`src/rtl/noc_host_inject_arbiter.sv`:
```
// Packet-granular round-robin arbiter sharing the mesh host injection port between NUM_REQ requesters.
// The grant is locked from head to tail flit; a watchdog frees a grant whose owner goes quiet mid-packet.
module noc_host_inject_arbiter #(
   parameter int NUM_REQ     = 4,
   parameter int FLIT_W      = 64,
   parameter int TIMEOUT_CYC = 256
) (
   input  logic                          clk,
   input  logic                          rst_n,
   input  logic [NUM_REQ*FLIT_W-1:0]     req_flit,
   input  logic [NUM_REQ-1:0]            req_valid,
   output logic [NUM_REQ-1:0]            req_ready,
   output logic [FLIT_W-1:0]             ext_flit,
   output logic                          ext_valid,
   input  logic                          ext_ready,
   output logic [$clog2(NUM_REQ)-1:0]    grant_id,
   output logic                          busy,
   output logic                          err_timeout,
   output logic                          err_proto
);

   localparam int GW = $clog2(NUM_REQ);
   localparam int WW = $clog2(TIMEOUT_CYC + 1);

   // Handshake: a flit moves on a port in every cycle where valid and ready are both 1;
   // valid is never withdrawn by the DUT while ready is low (ext_flit/ext_valid hold).
   typedef enum logic {ST_IDLE, ST_BUSY} state_e;

   state_e              state_q, state_d;
   logic [GW-1:0]       grant_q, grant_d;
   logic [GW-1:0]       rr_ptr_q, rr_ptr_d;
   logic [WW-1:0]       wdog_q, wdog_d;
   logic                first_q, first_d;
   logic [FLIT_W-1:0]   ext_flit_q, ext_flit_d;
   logic                ext_valid_q, ext_valid_d;
   logic                err_timeout_q, err_timeout_d;
   logic                err_proto_q, err_proto_d;

   logic [FLIT_W-1:0]   flits [NUM_REQ];
   logic [FLIT_W-1:0]   own_flit;
   logic                own_valid, out_free, accept;
   logic [GW-1:0]       winner, cand, grant_inc;
   logic [GW:0]         cand_w;
   logic                win_found;

   for (genvar gi = 0; gi < NUM_REQ; gi++) begin : g_unpack
      assign flits[gi] = req_flit[gi*FLIT_W +: FLIT_W];
   end

   assign out_free  = !ext_valid_q || ext_ready;
   assign own_valid = req_valid[grant_q];
   assign own_flit  = flits[grant_q];
   assign accept    = (state_q == ST_BUSY) && own_valid && out_free;
   assign grant_inc = (grant_q == GW'(NUM_REQ - 1)) ? '0 : grant_q + 1'b1;

   // Round-robin search: first valid HEAD at or after rr_ptr, wrapping explicitly.
   always_comb begin
      winner    = '0;
      win_found = 1'b0;
      cand_w    = '0;
      cand      = '0;
      for (int k = 0; k < NUM_REQ; k++) begin
         cand_w = {1'b0, rr_ptr_q} + (GW+1)'(k);
         if (cand_w >= (GW+1)'(NUM_REQ)) cand_w = cand_w - (GW+1)'(NUM_REQ);
         cand = cand_w[GW-1:0];
         if (!win_found && req_valid[cand] && flits[cand][FLIT_W-1]) begin
            win_found = 1'b1;
            winner    = cand;
         end
      end
   end

   always_comb begin
      req_ready = '0;
      if (state_q == ST_BUSY) req_ready[grant_q] = out_free;
   end

   always_comb begin
      state_d       = state_q;
      grant_d       = grant_q;
      rr_ptr_d      = rr_ptr_q;
      wdog_d        = wdog_q;
      first_d       = first_q;
      ext_flit_d    = ext_flit_q;
      ext_valid_d   = ext_valid_q;
      err_timeout_d = 1'b0;
      err_proto_d   = 1'b0;

      if (accept) begin
         ext_flit_d  = own_flit;
         ext_valid_d = 1'b1;
      end else if (ext_ready) begin
         ext_valid_d = 1'b0;
      end

      case (state_q)
         ST_IDLE: begin
            wdog_d = '0;
            if (win_found) begin
               state_d = ST_BUSY;
               grant_d = winner;
               first_d = 1'b1;
            end
         end
         ST_BUSY: begin
            if (accept) begin
               wdog_d  = '0;
               first_d = 1'b0;
               if (own_flit[FLIT_W-2]) begin
                  state_d  = ST_IDLE;
                  rr_ptr_d = grant_inc;
               end else if (own_flit[FLIT_W-1] && !first_q) begin
                  err_proto_d = 1'b1;
               end
            end else if (own_valid) begin
               // Owner is present but held off by the mesh: not a stall of the owner.
               wdog_d = '0;
            end else if (wdog_q == WW'(TIMEOUT_CYC - 1)) begin
               state_d       = ST_IDLE;
               rr_ptr_d      = grant_inc;
               wdog_d        = '0;
               err_timeout_d = 1'b1;
            end else begin
               wdog_d = wdog_q + 1'b1;
            end
         end
         default: state_d = ST_IDLE;
      endcase
   end

   always_ff @(posedge clk or negedge rst_n) begin
      if (!rst_n) begin
         state_q       <= ST_IDLE;
         grant_q       <= '0;
         rr_ptr_q      <= '0;
         wdog_q        <= '0;
         first_q       <= 1'b0;
         ext_flit_q    <= '0;
         ext_valid_q   <= 1'b0;
         err_timeout_q <= 1'b0;
         err_proto_q   <= 1'b0;
      end else begin
         state_q       <= state_d;
         grant_q       <= grant_d;
         rr_ptr_q      <= rr_ptr_d;
         wdog_q        <= wdog_d;
         first_q       <= first_d;
         ext_flit_q    <= ext_flit_d;
         ext_valid_q   <= ext_valid_d;
         err_timeout_q <= err_timeout_d;
         err_proto_q   <= err_proto_d;
      end
   end

   assign ext_flit    = ext_flit_q;
   assign ext_valid   = ext_valid_q;
   assign grant_id    = grant_q;
   assign busy        = (state_q == ST_BUSY);
   assign err_timeout = err_timeout_q;
   assign err_proto   = err_proto_q;

endmodule

```
`config.mk`:
```
export PLATFORM = sky130hd
export DESIGN_NAME = noc_host_inject_arbiter
export DESIGN_NICKNAME = d
export VERILOG_FILES = /design/src/rtl/noc_host_inject_arbiter.sv
export SDC_FILE = /design/constraint.sdc
export NUM_CORES = 1
export LEC_CHECK = 0
export BUFFER_PORTS_ARGS = -buffer_cell sky130_fd_sc_hd__buf_2
export CAP_MARGIN = 20
export CELL_PAD_IN_SITES_DETAIL_PLACEMENT = 1
export CELL_PAD_IN_SITES_GLOBAL_PLACEMENT = 2
export CORE_MARGIN = 1
export CORE_UTILIZATION = 23
export DETAILED_ROUTE_END_ITERATION = 10
export PLACE_DENSITY_LB_ADDON = 0.05
export SLEW_MARGIN = 20
export SYNTH_ARGS = -nofsm -noshare
export SYNTH_HDL_FRONTEND = slang
export SYNTH_SLANG_ARGS = --single-unit
```
`constraint.sdc`:
```
create_clock -name clk -period 1.85 [get_ports clk]
set_input_delay 0.185 -clock clk [delete_from_list [all_inputs] [get_ports clk]]
set_output_delay 0.185 -clock clk [all_outputs]
set_load 0.02 [all_outputs]
```
# Word-level counts from Yosys, hierarchy flattened
# Index checks and enable logic that the tools add are counted.
[word_totals] inputBits=263 reg_bits=82 elab_cells=136 output_inout_bits=74
[op_classes] n_mux=68 eq_ne=6 addsub=9 n_lt_le_gt_ge=15 reduce_logical=22 n_bitwise=7
[op_table] cell="binary-select mux 64 bit (select 2 bit)" count=5
[op_table] cell="two-way mux 64 bit" count=10
[op_table] cell="two-way mux 1 bit" count=27
[op_table] cell="two-way mux 9 bit" count=3
[op_table] cell="two-way mux 2 bit" count=13
[op_table] cell=">= comparator 3 bit (second input constant)" count=8
[op_table] cell="case mux 9 bit (2 select lines)" count=1
[op_table] cell="less-than comparator 2 x 3 -> 1 bit (second input constant)" count=5
[op_table] cell="inverter 2 -> 3 bit" count=5
[op_table] cell="logical AND 1 bit" count=11
[op_table] cell="binary-select mux 1 bit (select 2 bit)" count=5
[op_table] cell="adder 9 x 1 -> 9 bit (second input constant)" count=1
[op_table] cell="equality test 9 x 8 -> 1 bit (second input constant)" count=1
[op_table] cell="subtractor 2 x 1 -> 2 bit (second input constant)" count=4
[op_table] cell="adder 2 x 2 -> 3 bit (second input constant)" count=2
[op_table] cell="zero test 1 bit" count=5
[op_table] cell="AND 4 bit" count=1
[op_table] cell="two-way mux 4 bit" count=1
[op_table] cell="!= test 2 x 1 -> 1 bit (second input constant)" count=2
[op_table] cell="!= test 2 bit (second input constant)" count=2
[op_table] cell="case mux 1 bit (2 select lines)" count=2
[op_table] cell="AND reduction 2 bit" count=2
[op_table] cell="AND reduction 4 bit" count=1
[op_table] cell="nonzero test 2 bit" count=2
[op_table] cell="8 further kinds" count=8

# Logic depth before layout (Yosys ltp)
# Gate-level depths: netlist of run 1.
[depth] depth_word=22 mapped_depth=6 ltp_nobuf=4

# Worst setup path before layout of run 1
# OpenSTA, ideal clock, no wires.
[synth_path] path_kind="reg-to-reg" startpoint="register grant_q[0] (netlist: grant_id[0])" endpoint="register ext_flit_q[0] (netlist: ext_flit[0])" setup_time_ns=0.125 stages_incl_launch_ff=7 n_path_buf=3 arrival_time_ns=1.889 period_less_slack_ns=2.014 t_required_ns=1.725 setup_slack_ns=-0.164 cell_sequence="dfrtp_1 -> buf_6 -> mux4_2 -> nand3_2 -> buf_12 -> buf_12 -> mux2_4"
[synth_via] elab_chain_cells=4 word_cells_on_any_way=8 classes_between="5 x mux; 1 x bitwise; 2 x reduce/logical"
[synth_lines] item="start: declaration" line="30" source="logic [GW-1:0] grant_q, grant_d;"
[synth_lines] item="start signal: assignment" line="144" source="grant_q <= grant_d;"
[synth_lines] item="inverter 2 -> 3 bit (not written as such) / binary-select mux 1 bit (select 2 bit) (equally long branches)" line="52, 51"
[synth_lines] item="binary-select mux 64 bit (select 2 bit) / two-way mux 1 bit (equally long branches)" line="52, 51"
[synth_lines] item="two-way mux 64 bit (not written as such) / logical AND 1 bit (equally long branches) (2 in series)" line="52, 53"
[synth_lines] item="end signal: assignment" line="148" source="ext_flit_q <= ext_flit_d;"
[synth_lines] item="end: declaration" line="34" source="logic [FLIT_W-1:0] ext_flit_q, ext_flit_d;"
# Several ways; a longest one is shown, not always the timed one. The select of a mux whose other input is x is not followed.
# A chain may end at the register's enable or synchronous reset.

# Worst setup path in the final report of run 1
# Same ends and word-level chain as after synthesis.

==> results of run 1 <==
## registers in the layout, summed over array words and instances (netlist names)
signal,cells
rr_ptr_q,2
wdog_q,9
busy,1
err_proto,1
first_q,1
ext_flit,64
err_timeout,1
grant_id,2
ext_valid,1
## worst min-delay path, stage by stage
cell     delay (ns)
buf_2          0.13
a21oi_1        0.08
o22ai_1        0.11
## what timing repair did
| item | CTS | global route |
|---|---|---|
| pin swaps | 1 | 1 |
| endpoints found under the setup margin | 22 | 73 |
| gates cloned | 3 | 1 |
| resized for setup | 17 | 15 |
| hold buffers | 1 | 0 |
| buffers inserted | 4 | 1 |
| endpoints found under the hold margin | 82 | 0 |
## cell usage in the layout (no fill, tap or decap), types with 6 or more instances in the layout
| cell | count |
|---|---|
| and3_1 | 6 |
| buf_12 | 7 |
| buf_2 | 333 |
| buf_4 | 15 |
| clkbuf_16 | 10 |
| dfrtp_1 | 80 |
| mux2_2 | 9 |
| mux2_4 | 57 |
| mux4_2 | 65 |
| nand2_1 | 8 |
| nand3_1 | 6 |
| nor2_1 | 12 |
## power by group through the flow
| stage | logic, mW | clock network (mW) | registers (mW) |
|---|---|---|---|
| 6_report | 8.16 | 2.11 | 3.17 |
| 4_1_cts | 8.10 | 2.18 | 3.17 |
| 3_3_place_gp | 7.50 | 0 | 3.17 |
| 3_5_place_dp | 7.56 | 0 | 3.18 |
| 5_1_grt | 8.74 | 2.25 | 3.28 |
| 2_1_floorplan | 4.38 | 0 | 4.08 |
## final cells by class
cell class / instances / area, sq um
Clock inverter: 7 / 117.6
Timing Repair Buffer: 366 / 2136
Clock buffer: 9 / 225.2
Fill cell: 2375 / 13530
Antenna cell: 1 / 2.502
Multi-Input combinational cell: 201 / 2927
Tap cell: 275 / 344.1
Sequential cell: 82 / 2057
Inverter: 3 / 11.26
## per-layer routing
metal	part of all wire (%)	GRT usage [%]	vias up
met5	0	0	-
met1	38	19.08	2177
li1	-	-	1940
met2	54	30.09	185
met3	7.6	3.788	14
met4	1.2	5.303	0
## final timing paths
path                              start            to  slack (ns)  cells past startpoint
setup / recovery            grant_id[0]   ext_flit[0]       -0.04                      4
hold / removal             req_valid[3]   grant_id[1]        0.21                      3
setup reg to reg            grant_id[0]   ext_flit[0]       -0.04                      4
hold reg to reg               wdog_q[8]   err_timeout        0.45                      1
max in group asynchronous         rst_n   grant_id[0]        1.02                      3
min in group asynchronous         rst_n  ext_flit[56]        0.40                      3
## cells by family after synthesis
family | share of synthesized area, %
AOI/OAI and AO/OA | 2.418
adders and majority gates | 1.233
DFF | 40.45
and+or+nand+nor | 4.391
buffers and inverters | 4.144
xor gates and xnor gates | 1.036
muxes | 46.32
==> impl_metrics.yaml, run 1 <==
worst_setup_path:
  crit_family: "multiplexers"
  path_cells: "mux4_2, nand3_4, buf_12, mux2_4"
  worst-path-buf-inv: 1
  slowest_delay_ns: 0.56
  cpMaxStageDelayCell: "mux4_2"
  crit_required_ns: 2.08
  cp-start-kind: "flop"
  crit_fanout: 19
  arrival_ns: 2.12
  end_kind: "flop"
  crit_type: "flop to flop"
yosys:
  syn-cell-area_sq_um: 5072
  yosysMostFrequentCell: "dfrtp_1"
  synth_top_cell_by_area: "dfrtp_1"
  synth_top_area_share_pct: 40.45
  ys_seq_elements: 82
  syn-num-nets: 577
  yosysWarnings: 0
  synth.avg_cell_area_sq_um: 16.42
  synthArstFlopShare_pct: 100.0
  synth-seq-area-share_pct: 40.45
  netlist_top_cells_count: "dfrtp_1, mux4_2, mux2_4, mux2_2, nor2_1"
  synth_cell_type_count: 38
  synth_cells: 309
  synth_area_leaders: "dfrtp_1, mux4_2, mux2_4"
  synth_flop_cell: "dfrtp_1"
  synth_edf_count: 0
clock_network:
  path_clk_slew_ns: 0.06
  tritoncts.num_buffers: 9
  cts_tree: "done"
  root_buffer: "clkbuf_16"
  cts.path.max_buffers: 2
  cts_sinks: 82
  clock_latency_ns: 0.35
  htree_levels: 3
routing:
  drt-pass1-iter-count: 4
  post_drt_wl_per_cell_um: 20.25
  routed_wl_um: 19110
  drtIter0Drc: 99
  vias_per_cell: 4.572
  final_antenna_net_count: 0
  num_vias: 4316
  drcViolationCount: 0
pwr:
  power_frac_clock_pct: 15.7
  p_int_mw: 8.439
  power.density_nw_per_um2: 1718
  p_sw_mw: 4.993
  ir_drop_mv: 0.4862
  switching_share_pct: 37.17
  power.total_mw: 13.43
  total_leakage_power_nw: 3.859
  pwr-share-seq_pct: 23.6
  combPwrFrac_pct: 60.7
global_route:
  grt_overflow: 0
  grt_pass1_vias: 4708
  antenna_found_initial: 1
  grt_pass1_wl_um: 27270
  grt_usage_pct: 16.57
  grt_max_degree: 83
sta:
  rsz0062_at_grt: "true"
  final.min_clock_period_ns: 1.891
  whs_ns: 0.2058
  slew_viol_final: 0
  fin_crit_sh_pct: 102.2
  final.setup.worst_slack_ns: -0.04139
  hold_viol: 0
  fin_skew_ns: 0.005561
  finalSetupViolCount: 35
  slew_headroom_pct: 67.21
  fmax_mhz: 528.7
  worstMarginPinSlew_ns: 0.4918
  finalSetupTns_ns: -0.7617
flow_run:
  cap_viol_max_count: 0
die:
  die-area_sq_um: 22650
  rows: 53
  die_w_um: 150.5
  start_util_pct: 23.75
  dieHeight_um: 150.5
  fp.coreArea_sq_um: 21350
  ios: 337
cells_and_area:
  layout.cells.non_filler: 944
  finalNetCount: 931
  fin_util_pct: 36.62
  syn_to_final_growth_pct: 54.17
  design_area_sq_um: 7820
  drive_gt1_share_pct: 78.44
placed_design:
  gp_congestion: 0.7095
  port_buffers: 336
  dpl_cell_area_sq_um: 7176
  place_hpwl_um: 14510
  dp_cells: 917
  dpl_worst_slack_ns: -0.06303
status:
  status: "finished, violations left"
  violations: "setup timing"
worst_hold_path:
  min_path_type: "primary input to flop"
Power figures use the tool's default switching activity.
==> run 2: changes to the inputs <==
- ABC_AREA: unset -> 1
- CORE_UTILIZATION: 23 -> 19
==> impl_metrics.yaml, run 2 <==
status:
  status: "complete, no violations"
placed_design:
  place_hpwl_um: 17880
  gp_congestion: 0.6968
  dpl_cell_area_sq_um: 7372
  port_buffers: 336
worst_setup_path:
  path_cells: "inv_8, buf_16, ha_1, inv_1, nor2_2, buf_6"
  crit_type: "flop to output pin"
  cp-start-kind: "flop"
  crit_required_ns: 1.66
  cpMaxStageDelayCell: "dfrtp_4"
  crit_family: "flip-flops"
  startpoint: "grant_id[0]"
  slowest_delay_ns: 0.54
  arrival_ns: 1.58
  regToRegStartpoint: "grant_id[0]"
  end_kind: "output pin"
  worst-path-buf-inv: 4
  crit_fanout: 15
pwr:
  total_leakage_power_nw: 3.870
  power_frac_clock_pct: 14.8
  combPwrFrac_pct: 62.3
  power.density_nw_per_um2: 1701
  p_sw_mw: 6.615
  switching_share_pct: 48.94
  p_int_mw: 6.902
  pwr-share-seq_pct: 22.9
  ir_drop_mv: 0.5203
sta:
  finalSetupViolCount: 0
  fmax_mhz: 566.4
  finalSetupTns_ns: 0
  slew_viol_final: 0
  rsz0062_at_grt: "false"
  final.min_clock_period_ns: 1.765
  worstMarginPinSlew_ns: 0.4651
  fin_skew_ns: 0.009214
  whs_ns: 0.1500
  slew_headroom_pct: 68.99
  fin_crit_sh_pct: 95.43
  hold_viol: 0
routing:
  drt-pass1-iter-count: 4
  drcViolationCount: 0
  vias_per_cell: 4.298
  num_vias: 6400
  drtIter0Drc: 214
  routed_wl_um: 25640
  post_drt_wl_per_cell_um: 17.22
  final_antenna_net_count: 0
yosys:
  synth_top_family_by_area: "simple AND/OR/NAND/NOR gates"
  synth_top_cell_by_area: "dfrtp_1"
  synth_cell_type_count: 30
  syn-num-nets: 1058
  yosys.area_share.simple_pct: 31.08
  synth_flop_cell: "dfrtp_1"
  synth_top_area_share_pct: 38.59
  synth-seq-area-share_pct: 38.59
  yosysMostFrequentCell: "nor2_1"
  synth_edf_count: 0
  synthArstFlopShare_pct: 100.0
  synthMuxAreaShare_pct: 0
  syn-cell-area_sq_um: 5318
  synth_cells: 790
  synth-adder-area-share_pct: 1.176
  ys_seq_elements: 82
  synth.avg_cell_area_sq_um: 6.731
  synth_xor_area_share_pct: 0.4941
  yosysWarnings: 0
  netlist_top_cells_count: "nor2_1, o21ai_0, dfrtp_1, a31oi_1, nand2_1"
  synth-compound-area-share_pct: 20.56
  synth_area_leaders: "dfrtp_1, nor2_1, o21ai_0"
die:
  die_w_um: 169.3
  dieHeight_um: 169.3
  die-area_sq_um: 28660
  rows: 60
  fp.coreArea_sq_um: 27180
  ios: 337
  start_util_pct: 19.57
clock_network:
  path_clk_slew_ns: 0.07
  tritoncts.num_buffers: 9
  root_buffer: "clkbuf_16"
  cts_tree: "done"
  htree_levels: 3
  cts_sinks: 82
  clock_latency_ns: 0.35
  cts.path.max_buffers: 2
worst_hold_path:
  min_path_type: "primary input to flop"
  worstHoldStart: "req_flit[121]"
global_route:
  grt_pass1_vias: 6639
  grt_usage_pct: 17.95
  antenna_found_initial: 9
  grt_overflow: 0
  grt_pass1_wl_um: 39070
  grt_max_degree: 70
cells_and_area:
  drive_gt1_share_pct: 35.43
  multiInputGateArea_sq_um: 2838
  layout_commonest_cell: "buf_2"
  syn_to_final_growth_pct: 49.44
  finalNetCount: 1376
  largest_register_ff_count: 64
  final_cell_mix: "buf_2, nor2_1, o21ai_0"
  fill_cells: 3496
  seqCellArea_sq_um: 2057
  design_area_sq_um: 7946
flow_run:
  cap_viol_max_count: 0
[run 2: through the flow]
step	utilization, %	std cells	power (mW)	setup WS, ns
4_1_cts	29.08	1484	13.86	0.02809
3_5_place_dp	27.13	1458	11.13	0.06462
2_1_floorplan	-	790	8.514	0.08278
3_3_place_gp	27.13	1458	11.08	0.09766
6_report	29.24	1489	13.52	0.08455
5_1_grt	29.22	1487	14.90	0.0001679
[run 2: repair_timing]
action | 4_1_cts | 5_1_grt
setup buffers | 6 | 0
setup endpoints to repair | 3 | 42
hold buffers | 1 | 0
pin swaps | 0 | 1
gates cloned | 4 | 0
hold endpoints to repair | 82 | 0
resized for setup | 9 | 9
[run 2: power groups by stage]
stage	logic [mW]	clock network, mW	registers [mW]
global placement	7.97	0	3.11
CTS	8.64	2.11	3.11
global route	9.50	2.17	3.23
detailed placement	8.01	0	3.13
finish	8.42	2.00	3.09
floorplan	4.55	0	3.96
[run 2: cells by family (layout without fill, tap and decap cells)]
| logic type | Yosys count | after routing |
|---|---|---|
| AO/OA/AOI/OAI | 201 | 201 |
| XOR/XNOR | 3 | 3 |
| adder cells (fa/ha/maj) | 5 | 5 |
| buffers and inverters | 83 | 405 |
| flip-flops | 82 | 82 |
| other | 0 | 5 |
| AND/OR/NAND/NOR | 416 | 416 |
[run 2: path summary, 6_finish.rpt]
path	end	depth (start not counted)	slack [ns]
max	req_ready[2]	6	0.08
min	ext_flit[57]	3	0.15
max reg2reg	ext_flit[3]	8	0.14
min reg2reg	err_proto	1	0.44
max in group asynchronous	ext_flit[18]	3	1.15
min in group asynchronous	ext_flit[37]	2	0.21
[run 2: worst reg2reg max path: stages (launching register included)]
cell and delay (ns):
dfrtp_4 0.54, buf_4 0.16, nand2_1 0.09, nand3_2 0.11, nand4_4 0.17, clkinv_8 0.12
buf_16 0.20, nor2_1 0.15, a31oi_1 0.05
[run 2: layer usage]
layer  wire [um]  vias to the layer above  GRT usage (%)
li1            -                     3253              -
met1       11180                     2924          21.88
met2       12350                      197          30.92
met3        1777                       20          5.061
met4         282                        6          4.583
met5          45                        -              0
[run 2: area by class of cell]
type	count	share of cell area, %
tap	372	5.857
clock buffer	10	2.881
clock inverter	5	1.008
inverter	26	1.512
timing repair buffer	364	26.99
multi-input combinational	625	35.71
antenna	5	0.1575
sequential	82	25.89
